==> src/rtl/bus_pkg.sv <==
// Shared state type and default address map for the data bus fabric.
package bus_pkg;

  typedef enum logic {
    IDLE,
    WAIT
  } state_e;

  localparam logic [31:0] ERR_DATA_DEF = 32'hBADC_0DE5;

  // Region owned by each slave, slave 0 in the low nibble: 0 data_mem, 2 instr_mem,
  // 3 uart, 4 i2c, 5 qspi, 6 timer, 7 usb, 8 gpio. Region 1 is reserved for flash.
  localparam logic [31:0] SLV_MAP_DEF = 32'h8765_4320;

  localparam int unsigned SLV_DATA_MEM  = 0;
  localparam int unsigned SLV_INSTR_MEM = 1;
  localparam int unsigned SLV_UART      = 2;
  localparam int unsigned SLV_I2C       = 3;
  localparam int unsigned SLV_QSPI      = 4;
  localparam int unsigned SLV_TIMER     = 5;
  localparam int unsigned SLV_USB       = 6;
  localparam int unsigned SLV_GPIO      = 7;

endpackage

==> src/rtl/bus_addr_decoder.sv <==
// Region decoder: matches the region field against the slave map, lowest index wins.
module bus_addr_decoder
  import bus_pkg::*;
#(
  parameter int unsigned NUM_SLV  = 8,
  parameter int unsigned REGION_W = 4,
  parameter logic [NUM_SLV*REGION_W-1:0] SLV_MAP = SLV_MAP_DEF,
  localparam int unsigned SEL_W = (NUM_SLV > 1) ? $clog2(NUM_SLV) : 1
) (
  input  logic [REGION_W-1:0] region_i,
  output logic [SEL_W-1:0]    sel_o,
  output logic [NUM_SLV-1:0]  hit_o,
  output logic                miss_o
);

  logic [NUM_SLV-1:0] match;

  genvar gi;
  for (gi = 0; gi < NUM_SLV; gi++) begin : g_match
    assign match[gi] = (region_i == SLV_MAP[gi*REGION_W +: REGION_W]);
  end

  // Scan downwards so the lowest matching index is the last one written.
  always_comb begin
    sel_o = '0;
    hit_o = '0;
    for (int i = NUM_SLV - 1; i >= 0; i--) begin
      if (match[i]) begin
        sel_o    = SEL_W'(i);
        hit_o    = '0;
        hit_o[i] = 1'b1;
      end
    end
  end

  assign miss_o = ~|match;

endmodule

==> src/rtl/bus_fabric.sv <==
// Data bus fabric: routes the core LSU port to NUM_SLV slaves with wait states,
// error responses for unmapped regions / slave errors, and a hung-slave timeout.
module bus_fabric
  import bus_pkg::*;
#(
  parameter int unsigned NUM_SLV     = 8,
  parameter int unsigned REGION_LSB  = 13,
  parameter int unsigned REGION_W    = 4,
  parameter logic [NUM_SLV*REGION_W-1:0] SLV_MAP = SLV_MAP_DEF,
  parameter int unsigned TIMEOUT_CYC = 255,
  parameter logic [31:0] ERR_DATA    = ERR_DATA_DEF
) (
  input  logic                  clk_i,
  input  logic                  rst_i,
  input  logic                  data_req_i,
  input  logic                  data_we_i,
  input  logic [3:0]            data_be_i,
  input  logic [31:0]           data_addr_i,
  input  logic [31:0]           data_wdata_i,
  output logic                  data_gnt_o,
  output logic                  data_rvalid_o,
  output logic [31:0]           data_rdata_o,
  output logic                  data_err_o,
  output logic [NUM_SLV-1:0]    slv_req_o,
  output logic                  slv_we_o,
  output logic [3:0]            slv_be_o,
  output logic [31:0]           slv_addr_o,
  output logic [31:0]           slv_wdata_o,
  input  logic [NUM_SLV-1:0]    slv_ready_i,
  input  logic [NUM_SLV*32-1:0] slv_rdata_i,
  input  logic [NUM_SLV-1:0]    slv_err_i
);

  localparam int unsigned SEL_W = (NUM_SLV > 1) ? $clog2(NUM_SLV) : 1;
  localparam int unsigned CNT_W = $clog2(TIMEOUT_CYC + 2);

  state_e             state_q, state_d;
  logic [SEL_W-1:0]   sel_q, sel_d;
  logic               we_q, we_d;
  logic [3:0]         be_q, be_d;
  logic [31:0]        addr_q, addr_d;
  logic [31:0]        wdata_q, wdata_d;
  logic [CNT_W-1:0]   cnt_q, cnt_d;
  logic               rvalid_q, rvalid_d;
  logic [31:0]        rdata_q, rdata_d;
  logic               err_q, err_d;

  logic [SEL_W-1:0]   dec_sel;
  logic [NUM_SLV-1:0] dec_hit;
  logic               dec_miss;
  logic [31:0]        rdata_arr [NUM_SLV];

  logic               gnt;
  logic [NUM_SLV-1:0] req_vec;
  logic               bc_we;
  logic [3:0]         bc_be;
  logic [31:0]        bc_addr;
  logic [31:0]        bc_wdata;
  logic [CNT_W-1:0]   cnt_inc;
  logic               timeout;

  genvar gi;
  for (gi = 0; gi < NUM_SLV; gi++) begin : g_rdata
    assign rdata_arr[gi] = slv_rdata_i[gi*32 +: 32];
  end

  bus_addr_decoder #(
    .NUM_SLV  (NUM_SLV),
    .REGION_W (REGION_W),
    .SLV_MAP  (SLV_MAP)
  ) u_decoder (
    .region_i (data_addr_i[REGION_LSB +: REGION_W]),
    .sel_o    (dec_sel),
    .hit_o    (dec_hit),
    .miss_o   (dec_miss)
  );

  // cnt_q counts request cycles already spent; the timeout fires on the cycle that
  // would make the total reach TIMEOUT_CYC, so slv_req_o is up exactly that long.
  assign cnt_inc = cnt_q + 1'b1;
  assign timeout = (TIMEOUT_CYC != 0) && (cnt_inc >= CNT_W'(TIMEOUT_CYC));

  always_comb begin
    state_d  = state_q;
    sel_d    = sel_q;
    we_d     = we_q;
    be_d     = be_q;
    addr_d   = addr_q;
    wdata_d  = wdata_q;
    cnt_d    = cnt_q;
    rvalid_d = 1'b0;
    rdata_d  = rdata_q;
    err_d    = err_q;
    gnt      = 1'b0;
    req_vec  = '0;
    bc_we    = we_q;
    bc_be    = be_q;
    bc_addr  = addr_q;
    bc_wdata = wdata_q;

    case (state_q)
      IDLE: begin
        gnt      = 1'b1;
        bc_we    = data_we_i;
        bc_be    = data_be_i;
        bc_addr  = data_addr_i;
        bc_wdata = data_wdata_i;
        req_vec  = dec_hit & {NUM_SLV{data_req_i}};
        if (data_req_i) begin
          if (dec_miss) begin
            rvalid_d = 1'b1;
            rdata_d  = ERR_DATA;
            err_d    = 1'b1;
          end else if (slv_ready_i[dec_sel]) begin
            rvalid_d = 1'b1;
            rdata_d  = data_we_i ? '0 : rdata_arr[dec_sel];
            err_d    = slv_err_i[dec_sel];
          end else begin
            state_d = WAIT;
            sel_d   = dec_sel;
            we_d    = data_we_i;
            be_d    = data_be_i;
            addr_d  = data_addr_i;
            wdata_d = data_wdata_i;
            cnt_d   = CNT_W'(1);
          end
        end
      end
      WAIT: begin
        req_vec[sel_q] = 1'b1;
        cnt_d          = cnt_inc;
        // A ready in the same cycle as the timeout takes priority.
        if (slv_ready_i[sel_q]) begin
          rvalid_d = 1'b1;
          rdata_d  = we_q ? '0 : rdata_arr[sel_q];
          err_d    = slv_err_i[sel_q];
          state_d  = IDLE;
        end else if (timeout) begin
          rvalid_d = 1'b1;
          rdata_d  = ERR_DATA;
          err_d    = 1'b1;
          state_d  = IDLE;
        end
      end
    endcase
  end

  always_ff @(posedge clk_i or negedge rst_i) begin
    if (!rst_i) begin
      state_q  <= IDLE;
      sel_q    <= '0;
      we_q     <= 1'b0;
      be_q     <= '0;
      addr_q   <= '0;
      wdata_q  <= '0;
      cnt_q    <= '0;
      rvalid_q <= 1'b0;
      rdata_q  <= '0;
      err_q    <= 1'b0;
    end else begin
      state_q  <= state_d;
      sel_q    <= sel_d;
      we_q     <= we_d;
      be_q     <= be_d;
      addr_q   <= addr_d;
      wdata_q  <= wdata_d;
      cnt_q    <= cnt_d;
      rvalid_q <= rvalid_d;
      rdata_q  <= rdata_d;
      err_q    <= err_d;
    end
  end

  // Combinational paths are masked so every output reads 0 while reset is held.
  assign data_gnt_o    = rst_i & gnt;
  assign slv_req_o     = rst_i ? req_vec  : '0;
  assign slv_we_o      = rst_i & bc_we;
  assign slv_be_o      = rst_i ? bc_be    : '0;
  assign slv_addr_o    = rst_i ? bc_addr  : '0;
  assign slv_wdata_o   = rst_i ? bc_wdata : '0;
  assign data_rvalid_o = rvalid_q;
  assign data_rdata_o  = rdata_q;
  assign data_err_o    = err_q;

endmodule
==> config.mk <==
export PLATFORM = sky130hd
export DESIGN_NAME = bus_fabric
export DESIGN_NICKNAME = d
export VERILOG_FILES = /design/src/rtl/bus_pkg.sv /design/src/rtl/bus_addr_decoder.sv /design/src/rtl/bus_fabric.sv
export SDC_FILE = /design/constraint.sdc
export NUM_CORES = 1
export LEC_CHECK = 0
export CAP_MARGIN = 20
export CORE_AREA = 2 2 175 177
export DETAILED_ROUTE_END_ITERATION = 6
export DIE_AREA = 0 0 177 179
export HOLD_SLACK_MARGIN = 0.06
export PLACE_DENSITY = 0.79
export SYNTH_ARGS = -nofsm -noshare
export SYNTH_HDL_FRONTEND = slang
export SYNTH_SLANG_ARGS = --single-unit
==> constraint.sdc <==
create_clock -name clk_i -period 3.86 [get_ports clk_i]
set_clock_uncertainty 0.1 [all_clocks]
set_input_delay 0.772 -clock clk_i [delete_from_list [all_inputs] [get_ports clk_i]]
set_output_delay 0.772 -clock clk_i [all_outputs]
set_load 0.05 [all_outputs]
After elaboration in Yosys (flattened, before gate mapping)
Cells that the tools add are included.
- add/sub/neg operators: 1
- multiply operators: 0
- div/mod/pow operators: 0
- order comparisons: 6
- equal/unequal tests: 12
- shifts and indexed selects: 0
- multiplexer cells: 72
- bitwise gates (word level): 7
- reduce and logical (&&, ||, !) cells: 6
- operator list (cell ; number):
    $mux W32 ; 15
    $bmux W32 S3 ; 2
    $mux W8 ; 9
    $pmux W32 S2 ; 1
    $mux W9 ; 3
    $mux W3 ; 8
    $mux W1 ; 22
    $pmux W9 S2 ; 1
    $eq A4 B3 Y1 const B ; 4
    $pmux W8 S2 ; 1
    $bmux W1 S3 ; 4
    $add A9 B1 Y9 const B ; 1
    $ge A9 B8 Y1 const B ; 1
    $and A8 B8 Y8 ; 1
    $eq A4 B2 Y1 const B ; 2
    $ge A4 B4 Y1 const B ; 2
    $lt A3 B4 Y1 const B ; 2
    $mux W4 ; 2
    $not A3 Y4 ; 2
    $reduce_or A8 Y1 ; 1
    $pmux W1 S2 ; 3
    $reduce_and A3 Y1 ; 2
    $eq A4 B4 Y1 const B ; 1
    $logic_not A4 Y1 ; 1
    10 further kinds ; 13
- flip-flop bits (word level): 116
- latch bits: 0
- RAM bits: 0
- memory bits (read-only): 0
- input bits: 344
- output and inout port bits: 112
- logic and storage cells: 114
- memories: 0

Longest topological paths before layout
- word-level depth: 18
- mapped depth: 10
- depth with buffers taken out: 7

Modules after synthesis
Synthesis repeated with hierarchy kept, for this count alone.
- cells, all modules: 800
- area, all modules: 10647.7 um^2
- modules (own cells, without submodules) (module ; instances ; cells an instance ; area an instance (um^2) ; sequential area each (um^2)):
    bus_fabric ; 1 ; 777 ; 10501.3 ; 2902.8
    bus_addr_decoder ; 1 ; 23 ; 146.4 ; 0.0

Worst setup path before layout
OpenSTA, ideal clock, no wires.
- kind: input -> output
- from: input port data_addr_i[15]
- to: output port slv_req_o[2]
- arrival time: 2.551 ns
- data required time: 2.988 ns
- path slack: 0.437 ns
- stages: 7
- path buffers: 3
- cells stage by stage: buf_2 buf_2 buf_2 nor2_1 nand2_1 o22a_1 nor2_1
- word-level cells in the longest chain between the ends: 11
- elaborated cells between the ends (all ways): 17
- those cells by class: eq/ne: 6; mux: 9; bitwise: 1; reduce/logical: 1
- RTL lines (what ; RTL line ; text):
    start, declared ; bus_fabric.sv:18 ; input logic [31:0] data_addr_i,
    $eq A4 B3 Y1 ; bus_addr_decoder.sv:20 ; assign match[gi] = (region_i == SLV_MAP[gi*REGION_W +: REGION_W]);
    $mux W8 (6 in series) ; bus_addr_decoder.sv:28 ; if (match[i]) begin
    $mux W8 * ; bus_addr_decoder.sv:28 ;
    $and A8 B8 Y8 * ; bus_fabric.sv:108 ; req_vec = dec_hit & {NUM_SLV{data_req_i}};
    $pmux W8 S2 * ; bus_fabric.sv:101 ; case (state_q)
    $mux W8 * ; bus_fabric.sv:176 ; assign slv_req_o = rst_i ? req_vec : '0;
    end, declared ; bus_fabric.sv:24 ; output logic [NUM_SLV-1:0] slv_req_o,
Mark *: on every way between the ends. The rest lies on a longest branch, timed or not.

Final worst setup path
- from: register state_q
- to: output port slv_req_o[3]
- word-level cells in the longest chain between the ends: 3
- RTL lines (what ; RTL line ; text):
    start, declared ; bus_fabric.sv:37 ; state_e state_q, state_d;
    start signal, assigned ; bus_fabric.sv:161 ; state_q <= state_d;
    $not A1 Y1 (no line) ; - ;
    $pmux W8 S2 * ; bus_fabric.sv:101 ;
    $mux W8 * ; bus_fabric.sv:176 ;
Marks and branches as above.

==> results.json <==
{
  "status": "finished with violations",
  "violations": "design-rule violations",
  "grt_pass1_wl_microns": 74500,
  "dieArea_sq_um": 31700,
  "cts-buffers-inserted": 17,
  "wl_per_cell_microns": 26.0,
  "critical_path_class": "register to output pin",
  "power.density_nw_per_um2": 497,
  "detail_route.first_pass.iterations": 7,
  "hold_depth": 2,
  "synth_cells": 1142,
  "setup_violations": 0,
  "cts-resized-gates": 0,
  "dp_slack_ns": 0.446,
  "endpoint_kind": "output pin",
  "r2r-start": "state_q",
  "cp_max_fo": 80,
  "synthXorXnorAreaFrac": 0.000787,
  "ctsHoldBuffers": 1,
  "ff2ff_path_depth": 5,
  "vias": 12200,
  "cts_root_buf": "clkbuf_16",
  "r2r_setup_slack_ns": 0.61,
  "cts_max_path_buffers": 2,
  "fin_ws_ns": 0.264,
  "synth_ff_type": "dfrtp_1",
  "drtIter0Drc": 1309,
  "setup_tns_ns": 0,
  "rsz0062_at_grt": "no",
  "slew_viol_final": 0,
  "critPathLaunchType": "register",
  "cpPeakStageDelay_ns": 0.55,
  "place_inst": 1928,
  "max_freq_mhz": 278,
  "whs_ns": 0.385,
  "clock_latency_ns": 0.41,
  "hold_path_end": "addr_q[14]",
  "synth_top_family_by_area": "multiplexers",
  "relSlewSlack": 0.301,
  "multi_input_area_sq_um": 7620,
  "ys_ff_latch": 116,
  "holdCritPathClass": "register to register",
  "place_hpwl_microns": 39100,
  "nets": 1898,
  "leakagePower_nw": 6.27,
  "cts_tree": "yes",
  "period_share": 0.932,
  "yosys.area_share.simple": 0.130,
  "grt_max_degree": 85,
  "path_cells": "buf_12 -> clkinv_1 -> nand2_1 -> o32ai_1 -> and2_1 -> buf_12",
  "wl_microns": 51100,
  "ys_seq_area_frac": 0.261,
  "placementRows": 64,
  "finalHoldViolations": 0,
  "clock-sinks": 116,
  "viasPerCell": 6.19,
  "grt_pass1_vias": 12000,
  "synthMuxAreaShare": 0.356,
  "seq_area_sq_um": 2910,
  "antenna_left": 0,
  "grtUsageTotal": 0.312,
  "synth_edf_count": 0,
  "hold_path_startpoint": "addr_q[14]",
  "initial_core_util": 0.371,
  "synth_fa_ha_area_frac": 0.00225,
  "gp_congestion": 0.979,
  "htree_levels": 4,
  "fin_cells": 1964,
  "tightest_slew_ns": 1.05,
  "ys_types": 72,
  "async_flop_share": 1.00,
  "die_h_microns": 179,
  "cts_setup_buffers": 0,
  "period_needed_ns": 3.60,
  "synth_compound_area_frac": 0.193,
  "clkSlewWorstSetupHoldPaths_ns": 0.05,
  "vdd_ir_drop_max_uv": 350,
  "ios": 456,
  "drv_cap": 0,
  "yosys_warnings": 0,
  "antenna_found_initial": 4,
  "core_region_area_sq_um": 30000,
  "cp.arrival_ns": 2.72,
  "die_x_microns": 177,
  "syn-cell-area_sq_um": 11100,
  "drive_gt1_frac": 0.196,
  "crit_slowest_cell": "dfrtp_4",
  "fill_cells": 2640,
  "drc_errors": 1,
  "crit_required_ns": 2.99,
  "synth.avg_cell_area_sq_um": 9.74,
  "syn2layout_area_growth_pct": 48.7,
  "port_buffers": 455,
  "synth_fp_nets": 1488,
  "crit_path_frequent_cell": "buf_12",
  "r2r-end": "wdata_q[0]",
  "grt-ovfl-total": 0
}
==> synthesized netlist by cell type, drive strengths merged (4+ instances only) <==
| library cell | n | area, sq um |
|---|---|---|
| and2 | 10 | 62.6 |
| and3 | 12 | 75.1 |
| mux2i | 125 | 1250 |
| nand2 | 57 | 214 |
| mux4 | 66 | 1490 |
| a21oi | 62 | 310 |
| inv | 14 | 52.6 |
| a311oi | 6 | 52.6 |
| a21o | 6 | 45.0 |
| a31oi | 13 | 81.3 |
| a211o | 5 | 43.8 |
| o32a | 7 | 70.1 |
| nor3 | 12 | 60.1 |
| o31a | 5 | 43.8 |
| a211oi | 6 | 45.0 |
| clkbuf | 54 | 204 |
| nor2b | 78 | 488 |
| nand2b | 12 | 75.1 |
| o21a | 5 | 37.5 |
| nand3 | 23 | 115 |
| dfrtp | 116 | 2900 |
| o22ai | 35 | 219 |
| a2111oi | 4 | 35.0 |
| o21ai | 73 | 377 |
| mux2 | 109 | 1230 |
| o2bb2ai | 9 | 97.6 |
| a221oi | 11 | 96.3 |
| o22a | 5 | 43.8 |
| o221ai | 11 | 96.3 |
| o311ai | 6 | 52.6 |
| o211ai | 12 | 90.1 |
| a22oi | 16 | 120 |
| nor2 | 54 | 203 |
| buf | 60 | 372 |
==> layout by cell type (no fill, tap or decap), drive strengths merged, types with 6 or more instances in the layout <==
cell,instances
a211oi,6
a21o,6
a21oi,62
a221oi,11
a22oi,16
a311oi,6
a31oi,13
and2,10
and3,12
buf,131
clkbuf,18
clkdlybuf4s50,373
clkinv,6
dfrtp,116
inv,18
mux2,109
mux2i,125
mux4,66
nand2,57
nand2b,12
nand3,23
nor2,54
nor2b,78
nor3,12
o211ai,12
o21ai,73
o221ai,11
o22ai,35
o2bb2ai,9
o311ai,6
o32a,7
==> registers in the layout (all words and copies together) (netlist names) <==
signal         flops
wdata_q           32
data_rvalid_o      1
sel_q              3
state_q            1
we_q               1
data_rdata_o      32
addr_q            32
be_q               4
cnt_q              9
data_err_o         1
==> routing by layer <==
layer  track usage  routed length [microns]
met2         0.515                    24100
met4         0.125                     2100
met5             0                       14
met1         0.387                    19200
met3        0.0823                     5740
==> area by class of cell <==
type	count	area share
repair buffers	505	0.294
diodes	4	0.000605
well taps	396	0.0300
flip-flops and latches	116	0.176
clock inverters	13	0.00908
inverters	15	0.00340
clock buffers	18	0.0265
multi-input cells	897	0.461
==> through the flow <==
stage,power [mW],utilization,area [sq um]
after floorplan,4.96,-,11100
after global placement,6.46,0.531,15900
after detailed placement,6.54,0.531,15900
after CTS,8.22,0.551,16500
after global routing,8.57,0.551,16500
final,8.22,0.551,16500
==> cell families after synthesis <==
logic type	after synthesis
AOI/OAI and AO/OA	318
xor gates and xnor gates	1
buffers and inverters	129
muxes	300
adders and majority gates	2
DFF	116
and+or+nand+nor	276
==> power breakdown <==
group,switching (mW),leakage (nW),internal [mW]
sequential,0.390,1.39,1.71
combinational,2.47,4.60,1.99
clock,0.681,0.284,0.977
total,3.54,6.27,4.68
==> worst max-delay path: cells and delay by family, from the launching register on <==
family | cells | cell delay (ns)
AOI/OAI and AO/OA | 1 | 0.16
buffers and inverters | 3 | 1.02
DFF | 1 | 0.55
and+or+nand+nor | 2 | 0.56
==> how the worst max path moves through the flow <==
stage,start,end,cells after the start
finish,state_q,slv_req_o[3],6
CTS,state_q,slv_req_o[3],6
detailed placement,data_addr_i[15],addr_q[30],7
global placement,data_addr_i[15],addr_q[29],7
global route,state_q,slv_req_o[3],6
floorplan,data_addr_i[15],slv_req_o[2],7
No activity file was read; power rests on OpenSTA's default activity.
